### src/rtl/serial_subtractor_switch.sv
// Bit-serial unsigned subtractor D = A - B, LSB first, one bit per clock.
// The per-bit cell is a full subtractor built from two half subtractors.

module half_subtractor (
   input  logic a,
   input  logic b,
   output logic d,
   output logic bout
);
   assign d    = a ^ b;
   assign bout = ~a & b;
endmodule

module full_subtractor (
   input  logic a,
   input  logic b,
   input  logic bin,
   output logic d,
   output logic bout
);
   logic d1, b1, b2;

   half_subtractor u_hs1 (.a(a),  .b(b),   .d(d1), .bout(b1));
   half_subtractor u_hs2 (.a(d1), .b(bin), .d(d),  .bout(b2));

   assign bout = b1 | b2;
endmodule

module serial_subtractor_switch #(
   parameter int WIDTH = 8
) (
   input  logic             clk,
   input  logic             reset,
   input  logic             START,
   input  logic [WIDTH-1:0] A,
   input  logic [WIDTH-1:0] B,
   output logic             BUSY,
   output logic             DONE,
   output logic [WIDTH-1:0] D,
   output logic             BOUT
);
   localparam int CNT_W = $clog2(WIDTH + 1);

   typedef enum logic [1:0] {IDLE, SHIFT, FINISH} state_t;

   state_t           state, next_state;
   logic [WIDTH-1:0] a_sr, b_sr, res_sr;
   logic             borrow;
   logic [CNT_W-1:0] count;
   logic             cell_d, cell_bout;
   logic             last_bit;

   full_subtractor u_cell (
      .a    (a_sr[0]),
      .b    (b_sr[0]),
      .bin  (borrow),
      .d    (cell_d),
      .bout (cell_bout)
   );

   assign last_bit = (count == CNT_W'(WIDTH - 1));

   always_ff @(posedge clk or posedge reset) begin
      if (reset) state <= IDLE;
      else       state <= next_state;
   end

   always_comb begin
      next_state = state;
      unique case (state)
         IDLE:    if (START) next_state = SHIFT;
         SHIFT:   if (last_bit) next_state = FINISH;
         FINISH:  next_state = IDLE;
         default: next_state = IDLE;
      endcase
   end

   always_comb begin
      BUSY = (state == SHIFT);
      DONE = (state == FINISH);
   end

   // D/BOUT are written on the edge that enters FINISH, so they are already
   // valid during the DONE cycle and never move at any other time.
   always_ff @(posedge clk or posedge reset) begin
      if (reset) begin
         a_sr   <= '0;
         b_sr   <= '0;
         res_sr <= '0;
         borrow <= 1'b0;
         count  <= '0;
         D      <= '0;
         BOUT   <= 1'b0;
      end else begin
         unique case (state)
            IDLE: begin
               if (START) begin
                  a_sr   <= A;
                  b_sr   <= B;
                  borrow <= 1'b0;
                  count  <= '0;
               end
            end
            SHIFT: begin
               a_sr   <= a_sr >> 1;
               b_sr   <= b_sr >> 1;
               res_sr <= {cell_d, res_sr[WIDTH-1:1]};
               borrow <= cell_bout;
               count  <= count + CNT_W'(1);
               if (last_bit) begin
                  D    <= {cell_d, res_sr[WIDTH-1:1]};
                  BOUT <= cell_bout;
               end
            end
            default: ;
         endcase
      end
   end
endmodule

### config.mk
export PLATFORM = sky130hd
export DESIGN_NAME = serial_subtractor_switch
export DESIGN_NICKNAME = d
export VERILOG_FILES = /design/src/rtl/serial_subtractor_switch.sv
export SDC_FILE = /design/constraint.sdc
export NUM_CORES = 1
export LEC_CHECK = 0
export ABC_AREA = 1
export CAP_MARGIN = 0
export CORE_MARGIN = 4
export CORE_UTILIZATION = 55
export CTS_BUF_LIST = sky130_fd_sc_hd__clkbuf_8 sky130_fd_sc_hd__clkbuf_16
export DETAILED_ROUTE_END_ITERATION = 16
export PLACE_DENSITY = 0.83
export SETUP_SLACK_MARGIN = 0.4
export SLEW_MARGIN = 20
export SYNTH_ARGS = -nofsm -noshare
export SYNTH_HDL_FRONTEND = slang
export SYNTH_SLANG_ARGS = --single-unit
### constraint.sdc
create_clock -name clk -period 1.7 [get_ports clk]
set_input_delay 0.34 -clock clk [delete_from_list [all_inputs] [get_ports clk]]
set_output_delay 0.34 -clock clk [all_outputs]
set_load 0.005 [all_outputs]
==> results.yml, run 1 <==
synth:
  synth_compound_area_frac: 0.0276
  synth_top_cells_by_area: "dfrtp_1, nand2_1, nand3_1"
  ys_warn_count: 0
  yosys.area_share.simple: 0.320
  yosys.cell_types.count: 22
  syn_nets: 213
  post_synth_fa_ha_maj_area_fraction: 0.0189
  synth_top_area_share: 0.566
  avgSynthCellArea_sq_um: 8.99
  seq_area_frac_synth: 0.566
  netlist_area_sq_um: 1730
  syn_inst: 192
  synthXorXnorAreaFrac: 0
  synth_area_leader_cell: "dfrtp_1"
  synth-seq-cells: 39
  synth_top_family_by_area: "simple AND/OR/NAND/NOR gates"
  synthMuxAreaShare: 0
sta:
  finalHoldViolCount: 0
  period_share: 0.813
  holdWs_ps: 390
  slew_headroom: 0.805
  setup_viol: 0
  fmax_mhz: 724
  tns_ps: 0
  tightest_slew_ps: 293
  skew_ps: 6.86
  fin_crit_ps: 1380
  rsz0062_at_grt: "true"
  slew_violations: 0
finish:
  final_common_cell: "nand2_1"
  final_core_util: 0.746
  fin_nets: 253
  stdcell_count: 277
  drive_gt1_frac: 0.150
  areaGrowthSynthToFinish_pct: 31.0
  final_cell_mix: "nand2_1, nand3_1, dfrtp_1"
  n_antenna_cell: 0
global_routing:
  overflow: 0
  grt_pass1_vias: 1424
  grt_max_degree: 40
  grt_usage: 0.191
  grt_antenna_before_repair: 0
  grt_pass1_wl_um: 6100
clock_network:
  cts_made_buffers: 5
  cts_buffer_depth: 2
  clock_latency_ps: 290
  path_clk_slew_ps: 80
  cts_num_sinks: 39
  cts_root_buf: "clkbuf_8"
  cts_max_level: 2
  cts_tree: "yes"
run_status:
  outcome: "finished clean"
setup_path:
  path_cells: "buf_6, nand2_4, inv_4, buf_6"
  critPathBufInv: 3
  critPathMaxStageDelay_ps: 410
  worstPathArrival_ps: 1040
  r2r-end: "D[3]$_DFFE_PP0P_"
  worst_setup_path_end_kind: "output pin"
  path_common_cell: "buf_6"
  cp_top_family: "flip-flops"
  rrSetupSlack_ps: 360
  cpMaxStageDelayCell: "dfrtp_1"
  r2r_start: "count[0]$_DFFE_PP0P_"
  required_ps: 1360
  worstPathMaxFanout: 2
  r2r_cells: 6
  crit_type: "reg2out"
  cp-start-kind: "flop"
drt:
  wl_um: 3660
  first_pass_iters: 7
  drc: 0
  vias: 1421
  vias_per_cell: 5.13
  wl_per_cell_um: 13.2
  postRouteAntennaNets: 0
  drtIter0Drc: 70
die:
  dieArea_sq_um: 4100
  die_w_um: 64.0
  io_pins: 30
  start_util: 0.570
  core_area_sq_um: 3030
  rows: 20
  fp.dieH_um: 64.0
pwr:
  power_density_nw_per_um2: 1770
  cellLeakagePower_nw: 1.13
  ir_drop_uv: 1180
placement:
  place_congestion: 0.786
  dpl.cell_count: 260
  hpwl_um: 2220
  port_buffers: 29
worst_hold_path:
  hp-class: "in2async"
job:
  maxCapViolCount: 0
## synth_stat cells, drive strengths merged
master	n
o21bai	1
o22ai	1
a21oi	1
nand3	43
nand4	1
fa	1
dfrtp	39
o21ai	3
ha	1
nand2	77
inv	8
buf	10
nor2	5
nand3b	1
## tightest hold or removal path, stage by stage
cell and delay (ps):
clkdlybuf4s50_1 390, inv_1 90, buf_12 220
## stage by stage
stage | total power, W | cell area (sq um) | setup slack [ps]
3_5_place_dp | 0.00301 | 2040 | 125
4_1_cts | 0.00384 | 2190 | 252
3_3_place_gp | 0.00293 | 2040 | 146
2_1_floorplan | 0.00259 | 1730 | 471
5_1_grt | 0.00430 | 2260 | 270
6_report | 0.00399 | 2260 | 318
## final cells by class
class                      count  area [sq um]
multi-input combinational    135           649
fill                         207           768
clock buffer                   6          82.6
tap                           44          55.1
inverter                       8          32.5
clock inverter                 2          35.0
timing repair buffer          43           428
sequential                    39           977
## power by group
part	leakage [nW]	internal [W]	switching, W
registers	0.492	0.00134	0.000272
logic	0.577	0.000739	0.000843
clock network	0.0612	0.000475	0.000324
## how the worst max path moves through the flow
stage / from / to / slack, ps / cells past startpoint
2_1_floorplan: reset / BOUT$_DFFE_PP0P_ / 470 / 1
3_3_place_gp: START / state[0]$_DFFE_PP0P_ / 150 / 4
3_5_place_dp: START / a_sr[1]$_DFFE_PP0P_ / 130 / 5
4_1_cts: state[0]$_DFFE_PP0P_ / BUSY / 250 / 4
5_1_grt: count[0]$_DFFE_PP0P_ / D[3]$_DFFE_PP0P_ / 270 / 6
6_report: state[0]$_DFFE_PP0P_ / BUSY / 320 / 4
## sequential cells by signal (all words and copies together), names as in the netlist
signal  cells
count       4
state       2
D           8
a_sr        8
BOUT        1
borrow      1
res_sr      7
b_sr        8
## logic make-up (layout without fill, tap and decap cells)
group,Yosys count,after routing
simple gates,127,127
flops,39,39
buf+inv,18,59
compound gates,6,6
fa+ha+maj,2,2
## routing by layer
metal | track usage | part of all wire
met5 | 0 | 0
met4 | 0.0836 | 0.030
met3 | 0.0545 | 0.040
met2 | 0.302 | 0.52
met1 | 0.244 | 0.41
## repair_timing
item / 4_1_cts / 5_1_grt
setup buffers: 6 / 3
resized for setup: 17 / 16
endpoints found under the setup margin: 20 / 39
hold buffers: 0 / 0
pin swaps: 1 / 2
Power figures use the tool's default switching activity.
==> inputs of run 2 (changes only) <==
--- a/config.mk
+++ b/config.mk
@@ -8,10 +8,10 @@
 export ABC_AREA = 1
 export CAP_MARGIN = 0
 export CORE_MARGIN = 4
-export CORE_UTILIZATION = 55
+export CORE_UTILIZATION = 46
 export CTS_BUF_LIST = sky130_fd_sc_hd__clkbuf_8 sky130_fd_sc_hd__clkbuf_16
 export DETAILED_ROUTE_END_ITERATION = 16
-export PLACE_DENSITY = 0.83
+export PLACE_DENSITY = 0.74
 export SETUP_SLACK_MARGIN = 0.4
 export SLEW_MARGIN = 20
 export SYNTH_ARGS = -nofsm -noshare
==> constraint.sdc (replaced) <==
create_clock -name clk -period 1.1 [get_ports clk]
set_input_delay 0.22 -clock clk [delete_from_list [all_inputs] [get_ports clk]]
set_output_delay 0.22 -clock clk [all_outputs]
set_load 0.005 [all_outputs]
==> results.yml, run 2 (synthesized netlist as in run 1, its figures left out) <==
clock_network:
  cts_root_buf: "clkbuf_8"
  postCtsHoldBufs: 0
  cts_tree: "yes"
  path_clk_slew_ps: 80
  cts_num_sinks: 39
  cts_max_level: 2
  clock_latency_ps: 300
  cts_buffer_depth: 2
  cts_made_buffers: 5
setup_path:
  r2r_cells: 7
  required_ps: 880
  worstPathArrival_ps: 1100
  cp.depth: 4
  worst_setup_path_end_kind: "output pin"
  cp-start-kind: "flop"
  worstPathMaxFanout: 3
  cp_top_family: "flip-flops"
  critPathMaxStageDelay_ps: 350
  critPathBufInv: 3
  cpMaxStageDelayCell: "dfrtp_1"
  crit_type: "reg2out"
  path_cells: "inv_2, buf_4, nor2_2, buf_2"
pwr:
  intPower_w: 0.00498
  cellLeakagePower_nw: 1.40
  swShare: 0.389
  power_density_nw_per_um2: 2920
  clkPwrFrac: 0.149
  seq_power_share: 0.316
  p_total_w: 0.00814
  ir_drop_uv: 1310
  comb_power_share: 0.535
  net-switching-power_w: 0.00316
finish:
  stdcell_count: 300
  final_cell_mix: "nand2_1, dfrtp_1, nand3_1"
  reg_top3: "D: 8 flops, a_sr: 8 flops, b_sr: 8 flops"
  drive_gt1_frac: 0.417
  fin_nets: 274
  areaGrowthSynthToFinish_pct: 61.6
  n_antenna_cell: 0
  final_core_util: 0.804
  final_common_cell: "nand2_1"
drt:
  vias_per_cell: 5.43
  wl_um: 5270
  first_pass_iters: 4
  vias: 1630
  drtIter0Drc: 203
  drc: 0
  postRouteAntennaNets: 0
  wl_per_cell_um: 17.6
global_routing:
  grt_antenna_before_repair: 0
  grt_pass1_vias: 1471
  grt_max_degree: 40
  grt_pass1_wl_um: 6590
  grt_usage: 0.170
  overflow: 0
sta:
  setup_viol: 41
  finalHoldViolCount: 0
  slew_headroom: 0.828
  fmax_mhz: 757
  tightest_slew_ps: 257
  slew_violations: 0
  rsz0062_at_grt: "true"
  fin_crit_ps: 1320
  fin_ws_ps: -222
  skew_ps: 9.38
  period_share: 1.20
run_status:
  violations: "setup timing"
  outcome: "finished, violations left"
die:
  die_w_um: 69.2
  start_util: 0.497
  rows: 21
  dieArea_sq_um: 4790
  core_area_sq_um: 3470
  io_pins: 30
  fp.dieH_um: 69.2
placement:
  place_congestion: 0.771
  hpwl_um: 2420
  place_ws_ps: -181
  dpl.cell_count: 272
  port_buffers: 29
worst_hold_path:
  hp-class: "in2async"
job:
  maxCapViolCount: 0
==> run 2: layout make-up <==
type,count,area [sq um]
flip-flops and latches,39,976
multi-input cells,136,887
repair buffers,63,718
fillers,214,681
clock buffers,5,68.8
well taps,46,57.6
clock inverters,3,43.8
inverters,8,36.3
==> run 2: worst register-to-register path, stage by stage (launching register included) <==
cell and delay, ps:
dfrtp_1 380, inv_2 110, buf_6 110, buf_6 90
nand2_4 60, nor2_4 170, clkbuf_16 200, o21bai_2 110
==> run 2: stage by stage <==
| step | hold slack, ps | cell area, sq um | setup TNS, ps |
|---|---|---|---|
| finish | 305 | 2790 | -5890 |
| global route | 325 | 2790 | -7580 |
| CTS | 314 | 2400 | -2940 |
| detailed placement | 468 | 2200 | -4150 |
| global placement | 454 | 2200 | -3400 |
| floorplan | 192 | 1790 | 0 |
==> run 2: what timing repair did <==
action	in CTS	in global routing
setup buffers	9	4
gates resized for setup	61	52
pin swaps	1	22
endpoints found under the setup margin	50	50
cloned	0	7
==> run 2: power by group through the flow <==
| stage | clock [W] | combinational (W) | sequential (W) |
|---|---|---|---|
| floorplan | 0 | 0.00169 | 0.00246 |
| global placement | 0 | 0.00251 | 0.00245 |
| detailed placement | 0 | 0.00262 | 0.00248 |
| CTS | 0.00120 | 0.00294 | 0.00244 |
| global route | 0.00129 | 0.00464 | 0.00264 |
| finish | 0.00121 | 0.00435 | 0.00258 |
==> run 2: path summary, 6_finish.rpt <==
| path | to | slack (ps) | start |
|---|---|---|---|
| min in group clk | a_sr[7]$_DFFE_PP0P_ | 450 | A[7] |
| hold reg to reg | D[4]$_DFFE_PP0P_ | 480 | D[4]$_DFFE_PP0P_ |
| max in group asynchronous | count[1]$_DFFE_PP0P_ | 590 | reset |
| setup reg to reg | state[0]$_DFFE_PP0P_ | -200 | state[1]$_DFFE_PP0P_ |
| hold / removal | b_sr[3]$_DFFE_PP0P_ | 310 | reset |
| setup / recovery | DONE | -220 | state[1]$_DFFE_PP0P_ |
==> run 2: routing by layer <==
layer	up-vias	GRT usage	wire length, um
met5	-	0	0
met4	0	0.0672	103
met3	11	0.0536	378
met2	82	0.275	2650
met1	798	0.211	2140
li1	739	-	-
